**src/rtl/ps2_host_tx_if.sv**
```systemverilog
// Command handshake between a host controller and the PS/2 host-to-device transmitter.
interface ps2_host_tx_if;
  logic [7:0] tx_data;
  logic       tx_start;
  logic       busy;
  logic       done;
  logic       ack_err;
  logic       timeout_err;

  modport master (output tx_data, tx_start, input busy, done, ack_err, timeout_err);
  modport slave  (input tx_data, tx_start, output busy, done, ack_err, timeout_err);
endinterface

```
**src/rtl/ps2_host_tx.sv**
```systemverilog
// PS/2 host-to-device transmitter: inhibits the bus, requests to send, then shifts one command
// byte out on device clock falls and checks the device acknowledge, with a device-clock timeout.
module ps2_host_tx #(
  parameter int INHIBIT_CYCLES = 2500,
  parameter int TIMEOUT_CYCLES = 375000,
  parameter int FILTER_LEN     = 4
) (
  input  logic         clk,
  input  logic         reset,
  ps2_host_tx_if.slave bus,
  input  logic         ps2c_in,
  input  logic         ps2d_in,
  output logic         ps2c_oe,
  output logic         ps2d_oe
);

  localparam int INH_W = $clog2(INHIBIT_CYCLES + 1);
  localparam int TO_W  = $clog2(TIMEOUT_CYCLES + 1);
  localparam int FLT_W = $clog2(FILTER_LEN + 1);

  typedef enum logic [2:0] {IDLE, INHIBIT, REQ, SEND, ACK, WAIT_IDLE, DONE} state_t;

  logic [1:0]       c_sync_reg, d_sync_reg;
  logic             c_sync, d_sync;
  logic             filt_reg, fall_reg;
  logic [FLT_W-1:0] flt_cnt_reg;

  state_t           state_reg;
  logic [8:0]       shift_reg;
  logic [3:0]       bit_cnt_reg;
  logic [INH_W-1:0] inh_cnt_reg;
  logic [TO_W-1:0]  to_cnt_reg;
  logic             ps2c_oe_reg, ps2d_oe_reg;
  logic             busy_reg, done_reg, ack_err_reg, timeout_err_reg;
  logic             to_hit, line_idle, abort;

  assign c_sync = c_sync_reg[1];
  assign d_sync = d_sync_reg[1];

  // Synchronizers clear to the released (high) bus level so reset never fakes a clock fall.
  always_ff @(posedge clk) begin
    if (!reset) begin
      c_sync_reg  <= 2'b11;
      d_sync_reg  <= 2'b11;
      filt_reg    <= 1'b1;
      flt_cnt_reg <= '0;
      fall_reg    <= 1'b0;
    end else begin
      c_sync_reg <= {c_sync_reg[0], ps2c_in};
      d_sync_reg <= {d_sync_reg[0], ps2d_in};
      fall_reg   <= 1'b0;
      if (c_sync == filt_reg) begin
        flt_cnt_reg <= '0;
      end else if (flt_cnt_reg == FLT_W'(FILTER_LEN - 1)) begin
        filt_reg    <= c_sync;
        flt_cnt_reg <= '0;
        fall_reg    <= filt_reg;
      end else begin
        flt_cnt_reg <= flt_cnt_reg + 1'b1;
      end
    end
  end

  assign to_hit    = (to_cnt_reg == TO_W'(TIMEOUT_CYCLES - 1));
  assign line_idle = filt_reg && d_sync;
  // A fall or a completed bus release always wins over a timeout in the same cycle.
  assign abort = to_hit && !fall_reg &&
                 ((state_reg == SEND) || (state_reg == ACK) ||
                  ((state_reg == WAIT_IDLE) && !line_idle));

  always_ff @(posedge clk) begin
    if (!reset) begin
      state_reg       <= IDLE;
      shift_reg       <= '0;
      bit_cnt_reg     <= '0;
      inh_cnt_reg     <= '0;
      to_cnt_reg      <= '0;
      ps2c_oe_reg     <= 1'b0;
      ps2d_oe_reg     <= 1'b0;
      busy_reg        <= 1'b0;
      done_reg        <= 1'b0;
      ack_err_reg     <= 1'b0;
      timeout_err_reg <= 1'b0;
    end else begin
      done_reg <= 1'b0;
      if (abort) begin
        ps2c_oe_reg     <= 1'b0;
        ps2d_oe_reg     <= 1'b0;
        timeout_err_reg <= 1'b1;
        ack_err_reg     <= 1'b0;
        done_reg        <= 1'b1;
        state_reg       <= DONE;
      end else begin
        case (state_reg)
          IDLE: begin
            if (bus.tx_start && !busy_reg) begin
              shift_reg   <= {~^bus.tx_data, bus.tx_data};
              busy_reg    <= 1'b1;
              ps2c_oe_reg <= 1'b1;
              ps2d_oe_reg <= 1'b0;
              inh_cnt_reg <= '0;
              state_reg   <= INHIBIT;
            end
          end
          INHIBIT: begin
            if (inh_cnt_reg == INH_W'(INHIBIT_CYCLES - 1)) begin
              ps2d_oe_reg <= 1'b1;
              state_reg   <= REQ;
            end else begin
              inh_cnt_reg <= inh_cnt_reg + 1'b1;
            end
          end
          REQ: begin
            ps2c_oe_reg <= 1'b0;
            bit_cnt_reg <= '0;
            to_cnt_reg  <= '0;
            state_reg   <= SEND;
          end
          SEND: begin
            if (fall_reg) begin
              to_cnt_reg  <= '0;
              bit_cnt_reg <= bit_cnt_reg + 4'd1;
              if (bit_cnt_reg == 4'd9) begin
                ps2d_oe_reg <= 1'b0;
                state_reg   <= ACK;
              end else begin
                ps2d_oe_reg <= ~shift_reg[0];
                shift_reg   <= {1'b0, shift_reg[8:1]};
              end
            end else begin
              to_cnt_reg <= to_cnt_reg + 1'b1;
            end
          end
          ACK: begin
            if (fall_reg) begin
              ack_err_reg <= d_sync;
              to_cnt_reg  <= '0;
              state_reg   <= WAIT_IDLE;
            end else begin
              to_cnt_reg <= to_cnt_reg + 1'b1;
            end
          end
          WAIT_IDLE: begin
            if (line_idle) begin
              done_reg  <= 1'b1;
              state_reg <= DONE;
            end else if (fall_reg) begin
              to_cnt_reg <= '0;
            end else begin
              to_cnt_reg <= to_cnt_reg + 1'b1;
            end
          end
          DONE: begin
            busy_reg        <= 1'b0;
            ack_err_reg     <= 1'b0;
            timeout_err_reg <= 1'b0;
            state_reg       <= IDLE;
          end
          default: state_reg <= IDLE;
        endcase
      end
    end
  end

  assign ps2c_oe         = ps2c_oe_reg;
  assign ps2d_oe         = ps2d_oe_reg;
  assign bus.busy        = busy_reg;
  assign bus.done        = done_reg;
  assign bus.ack_err     = ack_err_reg;
  assign bus.timeout_err = timeout_err_reg;

endmodule

```
**src/flat_wrapper.sv**
```systemverilog
// flat-port wrapper written by rule: the top's interface ports become plain ports
module ps2_host_tx_flat 
#(
  parameter int INHIBIT_CYCLES = 2500,
  parameter int TIMEOUT_CYCLES = 375000,
  parameter int FILTER_LEN     = 4
)
  (clk, reset, ps2c_in, ps2d_in, ps2c_oe, ps2d_oe, bus_tx_data, bus_tx_start, bus_busy, bus_done, bus_ack_err, bus_timeout_err);
  ps2_host_tx_if bus_i ();
  input  logic clk;
  input  logic reset;
  input  logic ps2c_in;
  input  logic ps2d_in;
  output logic ps2c_oe;
  output logic ps2d_oe;
  input wire logic [$bits(bus_i.tx_data)-1:0] bus_tx_data;
  input wire logic [$bits(bus_i.tx_start)-1:0] bus_tx_start;
  output wire logic [$bits(bus_i.busy)-1:0] bus_busy;
  output wire logic [$bits(bus_i.done)-1:0] bus_done;
  output wire logic [$bits(bus_i.ack_err)-1:0] bus_ack_err;
  output wire logic [$bits(bus_i.timeout_err)-1:0] bus_timeout_err;
  assign bus_i.tx_data = bus_tx_data;
  assign bus_i.tx_start = bus_tx_start;
  assign bus_busy = bus_i.busy;
  assign bus_done = bus_i.done;
  assign bus_ack_err = bus_i.ack_err;
  assign bus_timeout_err = bus_i.timeout_err;
  ps2_host_tx #(.INHIBIT_CYCLES(INHIBIT_CYCLES), .TIMEOUT_CYCLES(TIMEOUT_CYCLES), .FILTER_LEN(FILTER_LEN)) u_core (.clk(clk), .reset(reset), .bus(bus_i), .ps2c_in(ps2c_in), .ps2d_in(ps2d_in), .ps2c_oe(ps2c_oe), .ps2d_oe(ps2d_oe));
endmodule
```
**config.mk**
```make
export PLATFORM = sky130hd
export DESIGN_NAME = ps2_host_tx_flat
export DESIGN_NICKNAME = d
export VERILOG_FILES = /design/src/rtl/ps2_host_tx_if.sv /design/src/rtl/ps2_host_tx.sv /design/src/flat_wrapper.sv
export SDC_FILE = /design/constraint.sdc
export NUM_CORES = 1
export LEC_CHECK = 0
export ABC_AREA = 1
export BUFFER_PORTS_ARGS = -buffer_cell sky130_fd_sc_hd__buf_2
export CAP_MARGIN = 20
export CORE_AREA = 5 5 85 87
export CTS_BUF_LIST = sky130_fd_sc_hd__clkbuf_16
export DETAILED_ROUTE_END_ITERATION = 8
export DIE_AREA = 0 0 90 92
export PLACE_DENSITY = 0.77
export SLEW_MARGIN = 20
export SYNTH_ARGS = -nofsm -noshare
export SYNTH_HDL_FRONTEND = slang
export SYNTH_SLANG_ARGS = --single-unit
export TNS_END_PERCENT = 20
```
**constraint.sdc**
```tcl
create_clock -name clk -period 4.4 [get_ports clk]
set_input_delay 0.88 -clock clk [delete_from_list [all_inputs] [get_ports clk]]
set_output_delay 0.88 -clock clk [all_outputs]
set_load 0.03 [all_outputs]
```
* After elaboration in Yosys (flattened, before gate mapping)
Cells that the tools add are included.
Word-level totals: word-level logic and storage cells 123, bits in registers 62, output and inout bits 6, input bits 13
Operators by class: bitwise logic cells 5, add/subtract/negate cells 4, equal/unequal tests 26, multiplexer cells 35, reduce and logical (&&, ||, !) cells 36
Operators with widths (number):
- one-hot mux 19 bit (3 select lines) | 1
- 2-to-1 mux 19 bit | 2
- 2-to-1 mux 9 bit | 3
- 2-to-1 mux 12 bit | 2
- one-hot mux 12 bit (2 select lines) | 1
- 2-to-1 mux 3 bit | 7
- adder 19 x 1 -> 19 bit, second input constant | 1
- equality test 19 bit, second input constant | 1
- one-hot mux 3 bit (6 select lines) | 1
- one-hot mux 9 bit (2 select lines) | 1
- != test 3 x 1 -> 1 bit, second input constant | 5
- nonzero test 2 bit | 7
- adder 12 x 1 -> 12 bit, second input constant | 1
- equality test 12 bit, second input constant | 1
- AND reduction 6 bit | 2
- 2-to-1 mux 1 bit | 11
- != test 2 x 1 -> 1 bit, second input constant | 5
- equality test 3 x 2 -> 1 bit, second input constant | 3
- equality test 3 bit, second input constant | 3
- AND reduction 3 bit | 3
- != test 2 bit, second input constant | 4
- one-hot mux 4 bit (2 select lines) | 1
- AND reduction 4 bit | 2
- XNOR reduction 8 bit | 1
- 19 further kinds | 37

* Depth between registers and ports, before layout
depth after elaboration 7, depth in mapped cells 12, gate-level depth less buffers 11

* Worst setup path before layout
OpenSTA, ideal clock, no wires.
kind input to register, start input port reset, end register u_core.bit_cnt_reg[1], path slack 2.578 ns, required time 4.272 ns, stages on the path 5, arrival time 1.694 ns, cell sequence clkbuf_1 inv_1 clkbuf_1 clkbuf_1 nor2_1
RTL lines:
- start, declared | RTL line flat_wrapper.sv:11 | input logic reset;
- end signal, assigned | RTL line ps2_host_tx.sv:122 | bit_cnt_reg <= bit_cnt_reg + 4'd1;
- end, declared | RTL line ps2_host_tx.sv:30 | logic [3:0] bit_cnt_reg;
No word-level cell between the ends.

* Worst setup path in the final report
start register u_core.state_reg[2], end register u_core.to_cnt_reg[9]
On the way: cells in the longest elaborated chain, start to end 6
Ends and longest elaborated chain:
- start, declared | RTL line ps2_host_tx.sv:28 | state_t state_reg;
- start signal, assigned | RTL line ps2_host_tx.sv:73 | state_reg <= IDLE;
- start signal, assigned | RTL line ps2_host_tx.sv:92 | state_reg <= DONE;
- start signal, assigned | RTL line ps2_host_tx.sv:102 | state_reg <= INHIBIT;
- equality test 3 x 2 -> 1 bit, or another cell as far along | RTL line ps2_host_tx.sv:68, ps2_host_tx.sv:94
- logical OR 1 bit or logical AND 1 bit (tied branches) | RTL line ps2_host_tx.sv:68, ps2_host_tx.sv:69
- logical OR 1 bit | RTL line ps2_host_tx.sv:68 | ((state_reg == SEND) || (state_reg == ACK) ||
- logical AND 1 bit | RTL line ps2_host_tx.sv:67 | assign abort = to_hit && !fall_reg &&
- NOT 1 bit (no line)
- AND reduction 3 bit (no line)
- end signal, assigned | RTL line ps2_host_tx.sv:131 | to_cnt_reg <= to_cnt_reg + 1'b1;
- end signal, assigned | RTL line ps2_host_tx.sv:140 | to_cnt_reg <= to_cnt_reg + 1'b1;
- end signal, assigned | RTL line ps2_host_tx.sv:150 | to_cnt_reg <= to_cnt_reg + 1'b1;
- end, declared | RTL line ps2_host_tx.sv:32 | logic [TO_W-1:0] to_cnt_reg;
Parallel ways exist; a longest one is shown, timed or not. A chain may end at the register's enable or synchronous reset.

==> results_dict.tcl <==
set metrics [dict create \
    largest_reg_flops 19 \
    yosys.area.top_type_share_pct 33.37 \
    layout.cells.most_common "nand2_1" \
    num_io_pins 19 \
    diodes 0 \
    synth-seq-cells 62 \
    p_leak_nw 1.737 \
    maxCapViolCount 0 \
    synth-seq-area-share_pct 33.37 \
    die_height_um 92 \
    clk_latency_ns 0.33 \
    hold_viol 0 \
    cts_root_buffer "clkbuf_16" \
    register_area_um2 1241 \
    final_cell_mix "nand2_1, nor2_1, dfxtp_1" \
    power_density_nw_per_um2 545.8 \
    synth-main-ff-cell "dfxtp_1" \
    vias_per_cell 5.379 \
    synth_cells 585 \
    min_path_type "register to register" \
    htreeDepth 3 \
    path_class "register to register" \
    endpoint_kind "register" \
    syn-num-nets 606 \
    syn_area_per_cell_um2 6.359 \
    hold_ws_ns 0.4180 \
    initial_core_util_pct 59.26 \
    drc 0 \
    antenna_found_initial 0 \
    dp.cells 667 \
    stdcell_count 683 \
    slew_headroom_pct 43.72 \
    ant_nets 0 \
    fin_crit_ns 2.125 \
    die-area_um2 8280 \
    dp_hpwl_mm 6.096 \
    syn_area_um2 3720 \
    period_share_pct 48.29 \
    yosys_warnings 0 \
    grt_usage_pct 21.66 \
    cp_cell_sequence "ha_1, nor2_2, nand2_4, inv_2, nand2_1, a21oi_1" \
    synth_cell_type_count 35 \
    synth_top_cell_by_area "dfxtp_1" \
    utilization_pct 66.83 \
    final_nets 622 \
    grt_pass1_wl_mm 15.24 \
    setup_tns_ns 0 \
    synth_edf_count 0 \
    rows 29 \
    ir_drop_mv 0.4309 \
    postCtsSetupRepairBufs 0 \
    crit_required_ns 4.65 \
    rr_startpoint "u_core.state_reg[2]$_SDFFE_PN0P_" \
    core_um2 6277 \
    n_fill_cell 550 \
    grt_max_degree 23 \
    cts_tree "done" \
    worst_slew_pin_slew_ns 0.8411 \
    status "complete, no violations" \
    fmax_mhz 470.6 \
    grt_pass1_vias 3402 \
    cts_buffer_depth 2 \
    fin_skew_ns 0.004775 \
    die_width_um 90 \
    cts_buffers 9 \
    ys_top_cells_by_area "dfxtp_1, nand2_1, nor2_1, nand3_1, inv_1" \
    gr-total-overflow 0 \
    drt_iter0_drc 263 \
    routed_wl_mm 8.619 \
    multi_input_area_um2 2157 \
    slew_viol_final 0 \
    rsz0062_at_grt "false" \
    gp_congestion 0.9119 \
    crit_path_start "u_core.state_reg[2]$_SDFFE_PN0P_" \
    syn2layout_area_growth_pct 12.78 \
    min_from "u_core.flt_cnt_reg[0]$_SDFF_PP0_" \
    cp-start-kind "register" \
    worst_ep_arrival_time_ns 2.38 \
    crit_path_max_fanout 19 \
    cts.clk_slew.worst_paths_ns 0.06 \
    io_buffers 18 \
    layout-drive-gt1-share_pct 11.22 \
    cts-resized-gates 0 \
    vias 3674 \
    cts_sinks 62 \
    setup_viol 0 \
    hold_buffers 0 \
    drt_first_pass_iters 5 \
    max_stage_delay_ns 0.68 \
    cpMaxStageDelayCell "dfxtp_1" \
    synthArstFlopShare_pct 0 \
    avgRoutedWirePerCell_um 12.62 \
]
## final timing paths
kind | cells past startpoint | endpoint | slack, ns
worst max register to register | 6 | u_core.to_cnt_reg[9]$_SDFFE_PN0P_ | 2.28
worst max-delay path | 6 | u_core.to_cnt_reg[9]$_SDFFE_PN0P_ | 2.28
worst min register to register | 1 | u_core.flt_cnt_reg[0]$_SDFF_PP0_ | 0.42
worst min-delay path | 1 | u_core.flt_cnt_reg[0]$_SDFF_PP0_ | 0.42
## metrics by stage
stage | power (W) | setup slack, ns | area (µm²)
floorplan | 0.001283 | 2.578 | 3720
global placement | 0.001389 | 2.305 | 3825
detailed placement | 0.001410 | 2.248 | 3825
CTS | 0.002301 | 2.278 | 4195
global route | 0.002439 | 2.077 | 4195
finish | 0.002290 | 2.275 | 4195
## power by group
group          internal [W]  switching, W
combinational      0.000211      0.000481
sequential         0.000640     0.0000758
clock              0.000613      0.000268
## cell usage after synthesis, drive strengths merged, types with 3 or more instances
library cell and count:
buf 7, clkbuf 7, or2 12, dfxtp 62, xnor2 6, xor2 3
nand2 180, ha 8, nor2 82, nand3 50, inv 60, a21oi 40
o21ai 23, a211oi 3, nor3 17, nand4 14
## worst max-delay path: cells and delay by family (launching register included)
| family | cells | cell delay [ns] |
|---|---|---|
| flops | 1 | 0.68 |
| fa+ha+maj | 1 | 0.35 |
| simple gates | 3 | 0.59 |
| compound gates | 1 | 0.15 |
| buf+inv | 1 | 0.27 |
## final cells by class
class,count,share of cell area [%]
tap,77,2.296
sequential,62,29.59
clock inverter,7,3.460
clock buffer,9,5.368
multi-input combinational,447,51.42
timing repair buffer,19,2.326
inverter,62,5.547
## layer usage
layer | vias up | global-route usage [%] | share of wire (%)
met5 | - | 0 | 0
met2 | 95 | 34.94 | 46
met4 | 0 | 7.444 | 1.3
li1 | 1908 | - | -
met3 | 7 | 5.074 | 5.9
met1 | 1664 | 28.49 | 47
## logic make-up after synthesis
family                     count (synthesis)  synth area share (%)
adders and majority gates                  8                 2.691
DFF                                       62                 33.37
AOI/OAI and AO/OA                         71                 10.16
xor gates and xnor gates                   9                 2.119
and+or+nand+nor                          359                 43.02
buffers and inverters                     76                 8.645
No activity file was read; power rests on OpenSTA's default activity.
